$ cat config.mk
export PLATFORM = sky130hd
export DESIGN_NAME = prg_loader_flat
export DESIGN_NICKNAME = d
export VERILOG_FILES = /design/src/rtl/prg_loader_if.sv /design/src/rtl/prg_loader.sv /design/src/flat_wrapper.sv
export SDC_FILE = /design/constraint.sdc
export NUM_CORES = 1
export LEC_CHECK = 0
export ABC_AREA = 0
export BUFFER_PORTS_ARGS = -buffer_cell sky130_fd_sc_hd__buf_2
export CAP_MARGIN = 20
export CORE_UTILIZATION = 35
export CTS_BUF_LIST = sky130_fd_sc_hd__clkbuf_8 sky130_fd_sc_hd__clkbuf_16
export DETAILED_ROUTE_END_ITERATION = 16
export PLACE_DENSITY = 0.63
export SETUP_SLACK_MARGIN = 0.02
export SYNTH_ARGS = -nofsm -noshare
export SYNTH_HDL_FRONTEND = slang
export SYNTH_SLANG_ARGS = --single-unit
$ cat constraint.sdc
create_clock -name clk -period 4.36 [get_ports clk]
set_input_delay 0.436 -clock clk [delete_from_list [all_inputs] [get_ports clk]]
set_output_delay 0.436 -clock clk [all_outputs]
set_load 0.05 [all_outputs]
$ cat src/rtl/prg_loader_if.sv
// Bundle of the ioctl download stream, the RAM write port and loader status.
// master drives the ioctl stream and acknowledges writes; slave is the loader.
interface prg_loader_if;
    logic        ioctl_download;
    logic [7:0]  ioctl_index;
    logic        ioctl_wr;
    logic [24:0] ioctl_addr;
    logic [7:0]  ioctl_dout;
    logic        ioctl_wait;
    logic [15:0] dma_addr;
    logic [7:0]  dma_dout;
    logic        dma_we;
    logic        dma_ready;
    logic        busy;
    logic [15:0] load_start;
    logic [15:0] load_end;
    logic        error;

    modport master (
        output ioctl_download, ioctl_index, ioctl_wr, ioctl_addr, ioctl_dout, dma_ready,
        input  ioctl_wait, dma_addr, dma_dout, dma_we, busy, load_start, load_end, error
    );

    modport slave (
        input  ioctl_download, ioctl_index, ioctl_wr, ioctl_addr, ioctl_dout, dma_ready,
        output ioctl_wait, dma_addr, dma_dout, dma_we, busy, load_start, load_end, error
    );
endinterface

$ cat src/rtl/prg_loader.sv
// PRG loader: strips the 2-byte load-address header and writes the payload into RAM,
// then patches the BASIC VARTAB/ARYTAB/STREND pointers; each write is held until accepted.
module prg_loader #(
    parameter logic [7:0]  INDEX      = 8'h41,
    parameter logic [15:0] PTR_BASE   = 16'h002A,
    parameter bit          PATCH_PTRS = 1'b1
) (
    input  logic         clk,
    input  logic         reset_n,
    prg_loader_if.slave  bus
);
    typedef enum logic [2:0] {IDLE, HDR, DATA, WRPEND, PATCH, DONE} state_t;

    state_t      state, state_d;
    logic [15:0] wr_addr, wr_addr_d;
    logic [7:0]  wr_data, wr_data_d;
    logic [15:0] load_start, load_start_d;
    logic [15:0] load_end, load_end_d;
    logic        error, error_d;
    logic        dl_q;
    logic        end_req, end_req_d;
    logic [2:0]  patch_idx, patch_idx_d;

    logic        accept;
    logic        dl_fall;
    logic        dma_we;
    logic        written;
    logic [24:0] target;
    state_t      end_state;

    assign accept    = bus.ioctl_download && bus.ioctl_wr && (bus.ioctl_index == INDEX);
    assign dl_fall   = dl_q && !bus.ioctl_download;
    assign dma_we    = (state == WRPEND) || (state == PATCH);
    assign written   = dma_we && bus.dma_ready;
    // Full-width sum so any file offset past 64 KiB is caught as an overflow.
    assign target    = 25'(load_start) + bus.ioctl_addr - 25'd2;
    assign end_state = PATCH_PTRS ? PATCH : DONE;

    always_ff @(posedge clk) begin
        if (!reset_n) begin
            state      <= IDLE;
            wr_addr    <= '0;
            wr_data    <= '0;
            load_start <= '0;
            load_end   <= '0;
            error      <= 1'b0;
            dl_q       <= 1'b0;
            end_req    <= 1'b0;
            patch_idx  <= '0;
        end else begin
            state      <= state_d;
            wr_addr    <= wr_addr_d;
            wr_data    <= wr_data_d;
            load_start <= load_start_d;
            load_end   <= load_end_d;
            error      <= error_d;
            dl_q       <= bus.ioctl_download;
            end_req    <= end_req_d;
            patch_idx  <= patch_idx_d;
        end
    end

    always_comb begin
        state_d      = state;
        wr_addr_d    = wr_addr;
        wr_data_d    = wr_data;
        load_start_d = load_start;
        load_end_d   = load_end;
        error_d      = error;
        end_req_d    = end_req;
        patch_idx_d  = patch_idx;

        unique case (state)
            IDLE: begin
                if (accept) begin
                    state_d = HDR;
                    error_d = 1'b0;
                    if (bus.ioctl_addr == 25'd0) begin
                        load_start_d[7:0] = bus.ioctl_dout;
                    end else if (bus.ioctl_addr == 25'd1) begin
                        load_start_d[15:8] = bus.ioctl_dout;
                        state_d            = DATA;
                    end
                end
            end
            HDR: begin
                if (dl_fall) begin
                    error_d = 1'b1;
                    state_d = DONE;
                end else if (accept) begin
                    if (bus.ioctl_addr == 25'd0) begin
                        load_start_d[7:0] = bus.ioctl_dout;
                    end else if (bus.ioctl_addr == 25'd1) begin
                        load_start_d[15:8] = bus.ioctl_dout;
                        state_d            = DATA;
                    end
                end
            end
            DATA: begin
                if (dl_fall) begin
                    state_d     = end_state;
                    patch_idx_d = '0;
                end else if (accept && (bus.ioctl_addr >= 25'd2)) begin
                    if (target[24:16] != '0) begin
                        error_d = 1'b1;
                    end else begin
                        wr_addr_d = target[15:0];
                        wr_data_d = bus.ioctl_dout;
                        state_d   = WRPEND;
                    end
                end
            end
            WRPEND: begin
                if (accept) begin
                    error_d = 1'b1;
                end
                if (dl_fall) begin
                    end_req_d = 1'b1;
                end
                if (written) begin
                    load_end_d = wr_addr + 16'd1;
                    // A download that ended while this write was pending finishes here.
                    if (end_req || dl_fall) begin
                        state_d     = end_state;
                        end_req_d   = 1'b0;
                        patch_idx_d = '0;
                    end else begin
                        state_d = DATA;
                    end
                end
            end
            PATCH: begin
                if (written) begin
                    if (patch_idx == 3'd5) begin
                        state_d = DONE;
                    end else begin
                        patch_idx_d = patch_idx + 3'd1;
                    end
                end
            end
            DONE: begin
                state_d = IDLE;
            end
            default: begin
                state_d = IDLE;
            end
        endcase
    end

    // Pointer pairs are little-endian copies of load_end at PTR_BASE+0..+5.
    assign bus.dma_addr   = (state == PATCH) ? (PTR_BASE + 16'(patch_idx)) : wr_addr;
    assign bus.dma_dout   = (state == PATCH) ? (patch_idx[0] ? load_end[15:8] : load_end[7:0])
                                             : wr_data;
    assign bus.dma_we     = dma_we;
    assign bus.ioctl_wait = dma_we;
    assign bus.busy       = (state != IDLE);
    assign bus.load_start = load_start;
    assign bus.load_end   = load_end;
    assign bus.error      = error;
endmodule

$ cat src/flat_wrapper.sv
// flat-port wrapper written by rule: the top's interface ports become plain ports
module prg_loader_flat 
#(
    parameter logic [7:0]  INDEX      = 8'h41,
    parameter logic [15:0] PTR_BASE   = 16'h002A,
    parameter bit          PATCH_PTRS = 1'b1
)
  (clk, reset_n, bus_ioctl_download, bus_ioctl_index, bus_ioctl_wr, bus_ioctl_addr, bus_ioctl_dout, bus_dma_ready, bus_ioctl_wait, bus_dma_addr, bus_dma_dout, bus_dma_we, bus_busy, bus_load_start, bus_load_end, bus_error);
  prg_loader_if bus_i ();
  input  logic clk;
  input  logic reset_n;
  input wire logic [$bits(bus_i.ioctl_download)-1:0] bus_ioctl_download;
  input wire logic [$bits(bus_i.ioctl_index)-1:0] bus_ioctl_index;
  input wire logic [$bits(bus_i.ioctl_wr)-1:0] bus_ioctl_wr;
  input wire logic [$bits(bus_i.ioctl_addr)-1:0] bus_ioctl_addr;
  input wire logic [$bits(bus_i.ioctl_dout)-1:0] bus_ioctl_dout;
  input wire logic [$bits(bus_i.dma_ready)-1:0] bus_dma_ready;
  output wire logic [$bits(bus_i.ioctl_wait)-1:0] bus_ioctl_wait;
  output wire logic [$bits(bus_i.dma_addr)-1:0] bus_dma_addr;
  output wire logic [$bits(bus_i.dma_dout)-1:0] bus_dma_dout;
  output wire logic [$bits(bus_i.dma_we)-1:0] bus_dma_we;
  output wire logic [$bits(bus_i.busy)-1:0] bus_busy;
  output wire logic [$bits(bus_i.load_start)-1:0] bus_load_start;
  output wire logic [$bits(bus_i.load_end)-1:0] bus_load_end;
  output wire logic [$bits(bus_i.error)-1:0] bus_error;
  assign bus_i.ioctl_download = bus_ioctl_download;
  assign bus_i.ioctl_index = bus_ioctl_index;
  assign bus_i.ioctl_wr = bus_ioctl_wr;
  assign bus_i.ioctl_addr = bus_ioctl_addr;
  assign bus_i.ioctl_dout = bus_ioctl_dout;
  assign bus_i.dma_ready = bus_dma_ready;
  assign bus_ioctl_wait = bus_i.ioctl_wait;
  assign bus_dma_addr = bus_i.dma_addr;
  assign bus_dma_dout = bus_i.dma_dout;
  assign bus_dma_we = bus_i.dma_we;
  assign bus_busy = bus_i.busy;
  assign bus_load_start = bus_i.load_start;
  assign bus_load_end = bus_i.load_end;
  assign bus_error = bus_i.error;
  prg_loader #(.INDEX(INDEX), .PTR_BASE(PTR_BASE), .PATCH_PTRS(PATCH_PTRS)) u_core (.clk(clk), .reset_n(reset_n), .bus(bus_i));
endmodule
==> run metrics <==
core area 15400 µm²; largest net degree at the start of global routing 64; #FFs+latches synth 65; Area growth syn-to-layout 17.6%; final hold slack 0.362 ns; chip height 129 µm; Clock Tree Root clkbuf_16; leak pwr 3.36 nW; Die W about 130 µm; routed via count divided by cell count about 5.2; Async S/R FF share, synth 0; period utilization 0.889; endpoints failing setup 0; number of synthesized flops with an enable pin 0; total grt overflow 0; post-synthesis instance total 742; global placer's final weighted congestion around 1; Detailed Route Iter0 Violations 400; overall die area 16600 µm²; Mapped Area roughly 5600 µm²; Min Clock Period, post-route 3.87 ns; Rel. slew slack 0.371; Post-CTS Hold Fix Bufs 0; Max Fclk approximately 0.26 GHz; Critical Path RT 4.56 ns; first-pass GRT wire length 24.9 mm; VDD IR max 0.000170 V; share of cells above drive strength 1 0.162; WL final ~15 mm; number of buffers created by CTS 9; Worst Tran Pin Value around 0.94 ns; Clock transition at path regs 0.06 ns; Cell Rows 45; count of cell types in the netlist 68; worst skew pair latency ~0.33 ns; TritonRoute pass-1 iters 6; RSZ-0062 raised after global routing false; Final nets 929; most common cell after layout, fill and taps aside nand2_1; sequential share of the synthesized area 0.232; Non-Filler Instances 1045; Critical Path Fanout Max 24; CTS tree built; DRC 0; antenna violations before repair 0; Cells on Worst Hold Path 2; type of the worst min-delay path in2reg; FF+latch area 1300 µm²; average cell area after synthesis 7.57 µm²; Starting Density 0.364; total track usage 0.190; Pins Over Slew Limit 0; number of clock sinks 65; Cell Pwr Density 256 nW/µm²; area of the multi-input gates 3840 µm²; hpwl dp 12.2 mm; commonest cells after routing, fill and taps aside 120 x nand2_1, 105 x buf_2, 88 x inv_1; count of input and output buffers about 110; CTS Buffer Depth 2; top_reg_cell synth dfxtp_1; Worst Setup Path Type reg2reg; R2R depth 15; Critical Path Sink Type flop; ANT cells 0; I/O Pins 106; Clock Skews 0.00967 ns; Synthesis Warnings 0; wire per inst 14.6 µm; setup TNS 0 ns; filler cell count 1623; DP Cell Count 1029; post-CTS setup buffers 0; Critical Path AT 4.08 ns; max-cap violations 0; post_cts resized 0; syn nets roughly 840; status completed; Max H-tree Level 3; startpoint types flop; post-route ant nets 0; number of global-route vias before repair 4989; final number of hold-violating endpoints 0; vias post-DR 5396
## Yosys cell counts (14+ instances only)
cell type / n / area, µm²
a21oi_1: 25 / 125
and2_1: 15 / 93.8
clkbuf_1: 24 / 90.1
dfxtp_1: 65 / 1300
ha_1: 53 / 663
inv_1: 84 / 315
mux2i_1: 51 / 510
nand2_1: 120 / 450
nand2b_1: 14 / 87.6
nand3_1: 21 / 105
nor2_1: 32 / 120
nor2b_1: 26 / 163
o211a_1: 15 / 150
o21ai_0: 32 / 160
## worst paths after layout
path / to / start / slack (ns)
worst max-delay path: u_core.wr_addr[11] / u_core.bus.load_start[1] / 0.49
worst min-delay path: u_core.dl_q / bus_ioctl_download / 0.36
worst max register to register: u_core.wr_addr[11] / u_core.bus.load_start[1] / 0.49
worst min register to register: u_core.wr_data[5] / u_core.wr_data[5] / 0.46
## layer usage
layer	wire length [µm]	up-vias	part of all wire	track usage
met5	0	-	0	0
met4	346	0	0.023	0.0664
met3	835	25	0.055	0.0324
met2	6860	149	0.45	0.305
met1	7160	2480	0.47	0.257
li1	-	2742	-	-
## registers in the layout (all words and copies together) (netlist names)
register,count
u_core.wr_data,8
u_core.wr_addr,16
u_core.bus.error,1
u_core.state,3
u_core.bus.load_start,16
u_core.bus.load_end,16
u_core.patch_idx,3
u_core.dl_q,1
u_core.end_req,1
## through the flow
stage | setup WS (ns) | utilization | power, W | instance area (µm²)
3_5_place_dp | 0.331 | 0.408 | 0.000954 | 6300
3_3_place_gp | 0.400 | 0.408 | 0.000954 | 6300
5_1_grt | 0.209 | 0.428 | 0.00177 | 6600
4_1_cts | 0.483 | 0.428 | 0.00170 | 6600
2_1_floorplan | 0.415 | - | 0.000855 | 5620
6_report | 0.486 | 0.428 | 0.00169 | 6600
## kinds of logic (layout without fill, tap and decap cells)
logic type / after synthesis / after routing / synth area share
simple gates: 295 / 295 / 0.266
compound gates: 136 / 136 / 0.171
buf+inv: 119 / 211 / 0.0851
flops: 65 / 65 / 0.232
fa+ha+maj: 54 / 54 / 0.122
mux: 51 / 51 / 0.0909
xor+xnor: 22 / 22 / 0.0343
## final cells by class
cell class,count,area share
tap,211,0.0400
clock buffer,9,0.0341
inverter,85,0.0483
sequential,65,0.197
multi-input combinational,558,0.581
clock inverter,7,0.0121
timing repair buffer,110,0.0872
## worst max-delay path: stages, from the launching register on
cell       delay, ns
dfxtp_1         0.35
inv_1           0.06
ha_1            0.28
inv_1           0.06
ha_1            0.20
inv_1           0.07
fa_1            0.38
nand2b_1        0.19
a21oi_1         0.25
o2111ai_1       0.21
o21ai_1         0.35
o311ai_1        0.19
or3_1           0.37
or4_1           0.46
buf_12          0.20
mux2i_1         0.13
## report_power, final
part | internal, W | switching (W)
Sequential | 0.000595 | 0.000000306
Combinational | 0.000139 | 0.000212
Clock | 0.000491 | 0.000254
Power figures use the tool's default switching activity.
